$ cat src/rtl/junction_phase_sequencer.sv
// Highway / country-road junction phase scheduler: one shared countdown timer
// walks both light groups through green, yellow and all-red clearance phases.
module junction_phase_sequencer #(
  parameter int TW     = 6,
  parameter int HG_MIN = 20,
  parameter int RG_MAX = 15,
  parameter int YEL    = 3,
  parameter int ALLRED = 1
) (
  input  logic          clk,
  input  logic          rst_n,
  input  logic          tick,
  input  logic          car,
  input  logic          hold,
  output logic [2:0]    light_h,
  output logic [2:0]    light_r,
  output logic [TW-1:0] remaining,
  output logic [2:0]    phase,
  output logic          phase_change
);

  typedef enum logic [2:0] {
    H_GREEN   = 3'd0,
    H_YELLOW  = 3'd1,
    ALLRED_HR = 3'd2,
    R_GREEN   = 3'd3,
    R_YELLOW  = 3'd4,
    ALLRED_RH = 3'd5
  } state_e;

  localparam logic [2:0] GRN = 3'b100;
  localparam logic [2:0] YLW = 3'b010;
  localparam logic [2:0] RED = 3'b001;

  state_e        state_q, state_d;
  logic [TW-1:0] timer_q, timer_d;
  logic          car_pend_q, car_pend_d;
  logic          chg_q;
  logic          adv;

  assign adv = tick & ~hold;

  function automatic logic [TW-1:0] entry_dur(input state_e s);
    case (s)
      H_GREEN:             entry_dur = TW'(HG_MIN);
      H_YELLOW, R_YELLOW:  entry_dur = TW'(YEL);
      R_GREEN:             entry_dur = TW'(RG_MAX);
      default:             entry_dur = TW'(ALLRED);
    endcase
  endfunction

  always_ff @(posedge clk or negedge rst_n) begin
    if (!rst_n) begin
      state_q    <= H_GREEN;
      timer_q    <= TW'(HG_MIN);
      car_pend_q <= 1'b0;
      chg_q      <= 1'b0;
    end else begin
      state_q    <= state_d;
      timer_q    <= timer_d;
      car_pend_q <= car_pend_d;
      chg_q      <= (state_d != state_q);
    end
  end

  // Timed phases leave on the tick that would take the timer from 1 to 0,
  // so each lasts exactly its duration; only H_GREEN can rest at 0.
  always_comb begin
    state_d = state_q;
    case (state_q)
      H_GREEN:   if (car_pend_q && (timer_q == '0 || (timer_q == TW'(1) && adv)))
                   state_d = H_YELLOW;
      H_YELLOW:  if (adv && timer_q == TW'(1)) state_d = ALLRED_HR;
      ALLRED_HR: if (adv && timer_q == TW'(1)) state_d = R_GREEN;
      R_GREEN:   if (adv && (timer_q == TW'(1) || !car)) state_d = R_YELLOW;
      R_YELLOW:  if (adv && timer_q == TW'(1)) state_d = ALLRED_RH;
      ALLRED_RH: if (adv && timer_q == TW'(1)) state_d = H_GREEN;
      default:   state_d = H_GREEN;
    endcase
  end

  always_comb begin
    timer_d = timer_q;
    if (state_d != state_q)
      timer_d = entry_dur(state_d);
    else if (adv && timer_q != '0)
      timer_d = timer_q - TW'(1);
  end

  // Request is consumed by serving the country road; cars seen elsewhere latch.
  assign car_pend_d = (state_q == R_GREEN) ? 1'b0 : (car_pend_q | car);

  always_comb begin
    light_h = RED;
    light_r = RED;
    case (state_q)
      H_GREEN:  light_h = GRN;
      H_YELLOW: light_h = YLW;
      R_GREEN:  light_r = GRN;
      R_YELLOW: light_r = YLW;
      default: ;
    endcase
  end

  assign phase        = state_q;
  assign remaining    = timer_q;
  assign phase_change = chg_q;

endmodule
$ cat config.mk
export PLATFORM = sky130hd
export DESIGN_NAME = junction_phase_sequencer
export DESIGN_NICKNAME = d
export VERILOG_FILES = /design/src/rtl/junction_phase_sequencer.sv
export SDC_FILE = /design/constraint.sdc
export NUM_CORES = 1
export LEC_CHECK = 0
export CELL_PAD_IN_SITES_DETAIL_PLACEMENT = 1
export CELL_PAD_IN_SITES_GLOBAL_PLACEMENT = 2
export CORE_ASPECT_RATIO = 1.75
export CORE_MARGIN = 5
export CORE_UTILIZATION = 28
export CTS_BUF_LIST = sky130_fd_sc_hd__clkbuf_16
export DETAILED_ROUTE_END_ITERATION = 6
export PLACE_DENSITY = 0.74
export SLEW_MARGIN = 20
export SYNTH_ARGS = -nofsm -noshare
export SYNTH_HDL_FRONTEND = slang
export SYNTH_SLANG_ARGS = --single-unit
$ cat constraint.sdc
create_clock -name clk -period 2.4 [get_ports clk]
set_input_delay 0.48 -clock clk [delete_from_list [all_inputs] [get_ports clk]]
set_output_delay 0.48 -clock clk [all_outputs]
set_load 0.01 [all_outputs]
==> results.ini, run 1 <==
[floorplan]
ios=21
start_util_pct=29.56
die_h_um=80.91
die_area_sq_um=4088
die_w_um=50.52
core_area_sq_um=2721
rows=25

[clocking]
ctsRootBufferMaster=clkbuf_16
numCtsBuffers=3
postCtsSetupRepairBufs=0
worstSkewPairLatency_ps=240
clockBufferDepth=2
cts.sinks=11
h-tree-depth=1
postCtsHoldBufs=0
cts_tree=yes
clk_pin_slew_ps=40

[power_and_ir_drop]
p_leak_nw=0.4582
power.density_nw_per_um2=1264
vdd_drop_max_mv=0.7028

[worst_setup_path]
critPathMaxFanout=11
reg2reg_to=remaining[2]
r2r_slack_ps=380
crit_path_start=phase[1]
cp.arrival_ps=1780
slowest_stage=clkdlybuf4s50_1
crit_path_end_kind=output port
cpPeakStageDelay_ps=600
reg2reg_from=phase[2]
worstSetupStartpointType=register
reg2reg_depth=6
path_cells=buf_4, nor3_1, clkdlybuf4s50_1
critical_path_class=reg2out
crit_required_ps=1920
critPathCapture=light_r[1]

[timing]
drv_slew=0
rsz0062_at_grt=no
fin_crit_sh_pct=94.12
setup_tns_ps=0
fmax_mhz=442.7
hold_slack_ps=572.3
worstMarginPinSlew_ps=541.1
min_period_ps=2259
slew_headroom_pct=63.82
setup_viol=0
fin_skew_ps=2.151
hold_viol_final=0

[global_routing]
antenna_found_initial=0
grt_pass1_wl_um=4188
grt_pass1_vias=869
grt_usage_pct=13.45
overflow=0
grt_max_degree=18

[drt]
num_vias=797
drc=0
dr.first_iter.drc_count=35
ant_nets=0
wl_um=2523
avgRoutedWirePerCell_um=17.77
drtPass1Iterations=4
via_per_inst=5.613

[hold_path]
hp-class=reg2reg
hp-start=car_pend_q

[yosys]
synth_fp_nets=98
yosys.area_share.simple_pct=27.68
yosysTopAreaCell=dfrtp_1
synth.distinct_cells=37
synth_top_family_by_area=simple AND/OR/NAND/NOR gates
synth_compound_area_share_pct=23.95
synth_xor_area_share_pct=2.177
synth-warning-count=0
muxShareOfSynthArea_pct=3.733
syn_area_per_cell_sq_um=8.939
syn_area_sq_um=804.5
synth_seq_cells=11
synth_cells=90
synth_area_leaders=dfrtp_1, dfstp_2, nor2_1
synth_top_area_share_pct=27.99
yosysSeqAreaShare_pct=34.53
synthAdderAreaFrac_pct=4.666

[layout]
fillCellCount=323
area_growth_pct=41.52
layout-drive-gt1-share_pct=13.91
multiInputGateArea_sq_um=500.5
register_area_sq_um=280.3
num-nets-final=124
diodes=0

[outcome]
status=finished, final reports clean

[place]
dp_hpwl_um=2003
port_buffers=20
gp_congestion=0.7787

[run]
maxCapViolCount=0

## how the worst min path moves through the flow
stage	end	slack [ps]	cells after the start
global placement	car_pend_q	560	2
detailed placement	car_pend_q	570	2
finish	car_pend_q	570	2
floorplan	car_pend_q	180	0
CTS	car_pend_q	570	2
global route	car_pend_q	580	2
## what timing repair did
| item | 4_1_cts | 5_1_grt |
|---|---|---|
| gates resized for setup | 0 | 2 |
| endpoints found under the hold margin | 0 | 0 |
| setup endpoints to repair | 0 | 3 |
## synth_stat cells
| cell type | n |
|---|---|
| nor3b_1 | 2 |
| o21ai_0 | 7 |
| nor4_4 | 1 |
| nand2_2 | 1 |
| nor2_1 | 11 |
| o211ai_2 | 1 |
| dfstp_2 | 2 |
| inv_1 | 4 |
| and4_1 | 1 |
| or2_2 | 1 |
| o211a_1 | 1 |
| and3_1 | 1 |
| nand2b_1 | 2 |
| and2_1 | 1 |
| xor2_1 | 2 |
| nor4b_1 | 1 |
| a21oi_1 | 6 |
| a32oi_4 | 1 |
| clkbuf_1 | 3 |
| a311oi_1 | 1 |
| or2_1 | 1 |
| mux2i_1 | 3 |
| nor2b_1 | 2 |
| o21a_1 | 1 |
| o22a_1 | 1 |
| ha_1 | 3 |
| o32a_1 | 2 |
| o22ai_1 | 1 |
| nand3_1 | 3 |
| or4_1 | 1 |
| a22o_1 | 1 |
| and3b_1 | 1 |
| dfrtp_1 | 9 |
| nor3_1 | 5 |
| nand2_1 | 4 |
| o2bb2ai_1 | 1 |
| o221ai_1 | 1 |
## placed cells by master (no fill, tap or decap), drive strengths merged
cell type      count
clkdlybuf4s50     20
nor2              11
dfrtp              9
o21ai              7
a21oi              6
inv                5
nor3               5
nand2              5
buf                4
nand3              3
mux2i              3
ha                 3
clkbuf             3
nor2b              2
nor3b              2
nand2b             2
xor2               2
o32a               2
dfstp              2
or2                2
nor4               1
and3b              1
and2               1
and3               1
o2bb2ai            1
a311oi             1
nor4b              1
or4                1
o211ai             1
a32oi              1
o22ai              1
and4               1
o22a               1
a22o               1
o211a              1
o221ai             1
o21a               1
## registers in the layout, indices dropped and copies added (netlist names)
signal and count:
phase 3, car_pend_q 1, remaining 6, phase_change 1
## through the flow
| stage | total power, mW | utilization [%] | std cells | setup slack (ps) | area, sq um |
|---|---|---|---|---|---|
| finish | 1.439 | 41.84 | 142 | 141.2 | 1139 |
| CTS | 1.454 | 41.75 | 142 | 43.34 | 1136 |
| global route | 1.540 | 41.84 | 142 | 39.60 | 1139 |
| floorplan | 0.7708 | - | 90 | 537.2 | 804.5 |
| detailed placement | 1.139 | 38.85 | 138 | 57.23 | 1057 |
| global placement | 1.133 | 38.85 | 138 | 130.3 | 1057 |
## cell type report
| type | instances | area share [%] |
|---|---|---|
| clock buffers | 3 | 6.593 |
| clock inverters | 1 | 0.3297 |
| inverters | 4 | 1.319 |
| multi-input cells | 72 | 43.96 |
| flip-flops and latches | 11 | 24.62 |
| well taps | 27 | 2.967 |
| repair buffers | 24 | 20.22 |
## power by group
part	total (mW)	switching, mW	internal (mW)	leakage [nW]
clock	0.302	0.0835	0.219	0.0423
combinational	0.737	0.362	0.375	0.291
sequential	0.399	0.134	0.264	0.125
total	1.44	0.580	0.859	0.458
## cell families after synthesis
| group | Yosys count |
|---|---|
| AND/OR/NAND/NOR | 39 |
| AO/OA/AOI/OAI | 25 |
| flip-flops | 11 |
| buffers and inverters | 7 |
| multiplexers | 3 |
| adder cells (fa/ha/maj) | 3 |
| XOR/XNOR | 2 |
## critical path, delay by kind of cell, from the launching register on
kind / cells / cell delay [ps]
buffers and inverters: 2 / 790
flip-flops: 1 / 480
AND/OR/NAND/NOR: 1 / 270
## metal layers
layer / global-route usage, % / vias to the layer above / wire, um
li1: - / 381 / -
met1: 14.79 / 393 / 972
met2: 24.50 / 19 / 1429
met3: 2.018 / 4 / 85
met4: 6.138 / 0 / 36
met5: 0 / - / 0
Power figures use the tool's default switching activity.
==> inputs of run 2 (changes only) <==
Settings changed: PLACE_DENSITY 0.74 to unset, PLACE_DENSITY_LB_ADDON set to 0.1.
==> run 2 against run 1 <==
Clock power up 1%. Register-to-register slack about the same. Non-clock buffer count down 1. Global-route usage about the same. Die area unchanged. Cell count down 0.70%. First-iteration DRC count down 66%. Combinational power about the same. Largest power group unchanged.
==> results.ini, run 2 (synthesis gave the netlist of run 1 again) <==
[outcome]
status=finished, final reports clean

[global_routing]
overflow=0  ; unchanged
grt_usage_pct=13.47  ; about the same
grt_pass1_vias=858  ; -1.3%
antenna_found_initial=0  ; unchanged
grt_pass1_wl_um=4160  ; -0.67%
grt_max_degree=18  ; unchanged

[timing]
hold_slack_ps=578.4  ; +6.130 ps
setup_ws_ps=232.2  ; +91.04 ps
setup_viol=0  ; unchanged
hold_viol_final=0  ; unchanged
min_period_ps=2168  ; -91.04 ps
slew_headroom_pct=62.62  ; -1.2 points
fin_skew_ps=0.7426  ; -1.408 ps
drv_slew=0  ; unchanged
worstMarginPinSlew_ps=559.0  ; +17.91 ps
fin_crit_sh_pct=90.32  ; -3.8 points
fmax_mhz=461.3  ; +4.2%
rsz0062_at_grt=no
setup_tns_ps=0  ; unchanged

[drt]
wl_met2_um=1415  ; -0.98%
via_per_inst=5.532  ; -1.4%
wl_met1_um=934  ; -3.9%
drc=0  ; unchanged
drtPass1Iterations=4  ; unchanged
avgRoutedWirePerCell_um=17.77  ; about the same
dr.max_layer_used=met4
ant_nets=0  ; unchanged
dr.first_iter.drc_count=12  ; -66%
wl_um=2506  ; -0.67%
num_vias=780  ; -2.1%
wl_met3_um=70  ; -18%

[clocking]
cts_tree=yes
worstSkewPairLatency_ps=240  ; about the same
ctsRootBufferMaster=clkbuf_16
clk_pin_slew_ps=40  ; about the same
postCtsHoldBufs=0  ; unchanged
numCtsBuffers=3  ; unchanged
cts.sinks=11  ; unchanged
h-tree-depth=1  ; unchanged
cts_resized=0  ; unchanged
clockBufferDepth=2  ; unchanged
postCtsSetupRepairBufs=0  ; unchanged

[worst_setup_path]
crit_required_ps=1920  ; about the same
critPathMaxFanout=4  ; -7
cp.arrival_ps=1690  ; -90 ps
crit_path_end_kind=output port
slowest_stage=clkdlybuf4s50_1
r2r_slack_ps=390  ; about the same
worstSetupStartpointType=register
cpPeakStageDelay_ps=570  ; -30 ps
critical_path_class=reg2out
path_cells=nor2b_1, nand2_1, inv_1, clkdlybuf4s50_1

[floorplan]
die_h_um=80.91  ; unchanged
die_w_um=50.52  ; unchanged
start_util_pct=29.56  ; unchanged
die_area_sq_um=4088  ; unchanged
ios=21  ; unchanged
rows=25  ; unchanged
core_area_sq_um=2721  ; unchanged

[power_and_ir_drop]
p_leak_nw=0.4544  ; -0.83%
cell_internal_pwr_uw=858.4  ; about the same
p_switching_uw=570.5  ; -1.7%
p_seq_share_pct=26.8  ; -0.9 points
sw_frac_of_total_pct=39.92  ; -0.40 points
clkPwrFrac_pct=21.4  ; +0.4 points
power.density_nw_per_um2=1265  ; about the same
p_comb_share_pct=51.8  ; +0.5 points
vdd_drop_max_mv=0.5566  ; -21%

[layout]
layout-drive-gt1-share_pct=12.28  ; -1.6 points
fillCellCount=312  ; -3.4%
diodes=0  ; unchanged
num-nets-final=123  ; -0.81%
largest_register_ffs=6  ; unchanged
area_growth_pct=40.43
final_common_cell=clkdlybuf4s50_1
final_util_pct=41.52  ; -0.32 points
final_cell_area_sq_um=1130  ; -0.77%
layout_common_cells=clkdlybuf4s50_1, nor2_1, dfrtp_1

[hold_path]
hp-class=reg2reg

[place]
port_buffers=20  ; unchanged
placed_area_sq_um=1050  ; -0.71%
dpl_worst_slack_ps=105.8  ; +48.58 ps
gp_congestion=0.7471  ; -4.1%
dp_hpwl_um=1969  ; -1.7%

[run]
maxCapViolCount=0  ; unchanged

## run 2: power by group through the flow
stage	registers (mW)	clock network, mW	logic (mW)
detailed placement	0.386	0	0.750
CTS	0.384	0.313	0.754
floorplan	0.386	0	0.385
global route	0.406	0.331	0.813
finish	0.383	0.306	0.740
global placement	0.383	0	0.744
## run 2: final timing paths
kind,end,startpoint,cells after the start
worst max-delay path,light_r[2],phase[1],4
worst min-delay path,car_pend_q,car_pend_q,2
worst max register to register,remaining[4],remaining[1],8
worst min register to register,car_pend_q,car_pend_q,2
max in group asynchronous,phase[0],rst_n,1
min in group asynchronous,remaining[3],rst_n,1
## run 2: critical path, delay by kind of cell, from the launching register on
kind                   cells  cell delay, ps
buffers and inverters      2             730
flip-flops                 1             350
AND/OR/NAND/NOR            2             370
## run 2: routing by layer
metal	vias up	global-route usage [%]
met3	8	2.936
met5	-	0
met2	16	25.12
li1	379	-
met4	0	7.417
met1	377	13.13
## run 2: final cells by class
cell class | instances | area [sq um] | share of cell area (%)
Sequential cell | 11 | 279.0 | 24.70
Tap cell | 27 | 33.78 | 2.990
Clock buffer | 3 | 75.07 | 6.645
Multi-Input combinational cell | 72 | 500.5 | 44.30
Clock inverter | 1 | 3.754 | 0.3322
Timing Repair Buffer | 23 | 222.7 | 19.71
Inverter | 4 | 15.01 | 1.329
## run 2: stage by stage
step | instances | power [mW]
final | 141 | 1.429
after global routing | 141 | 1.550
after floorplan | 90 | 0.7708
after global placement | 137 | 1.126
after CTS | 141 | 1.450
after detailed placement | 137 | 1.136
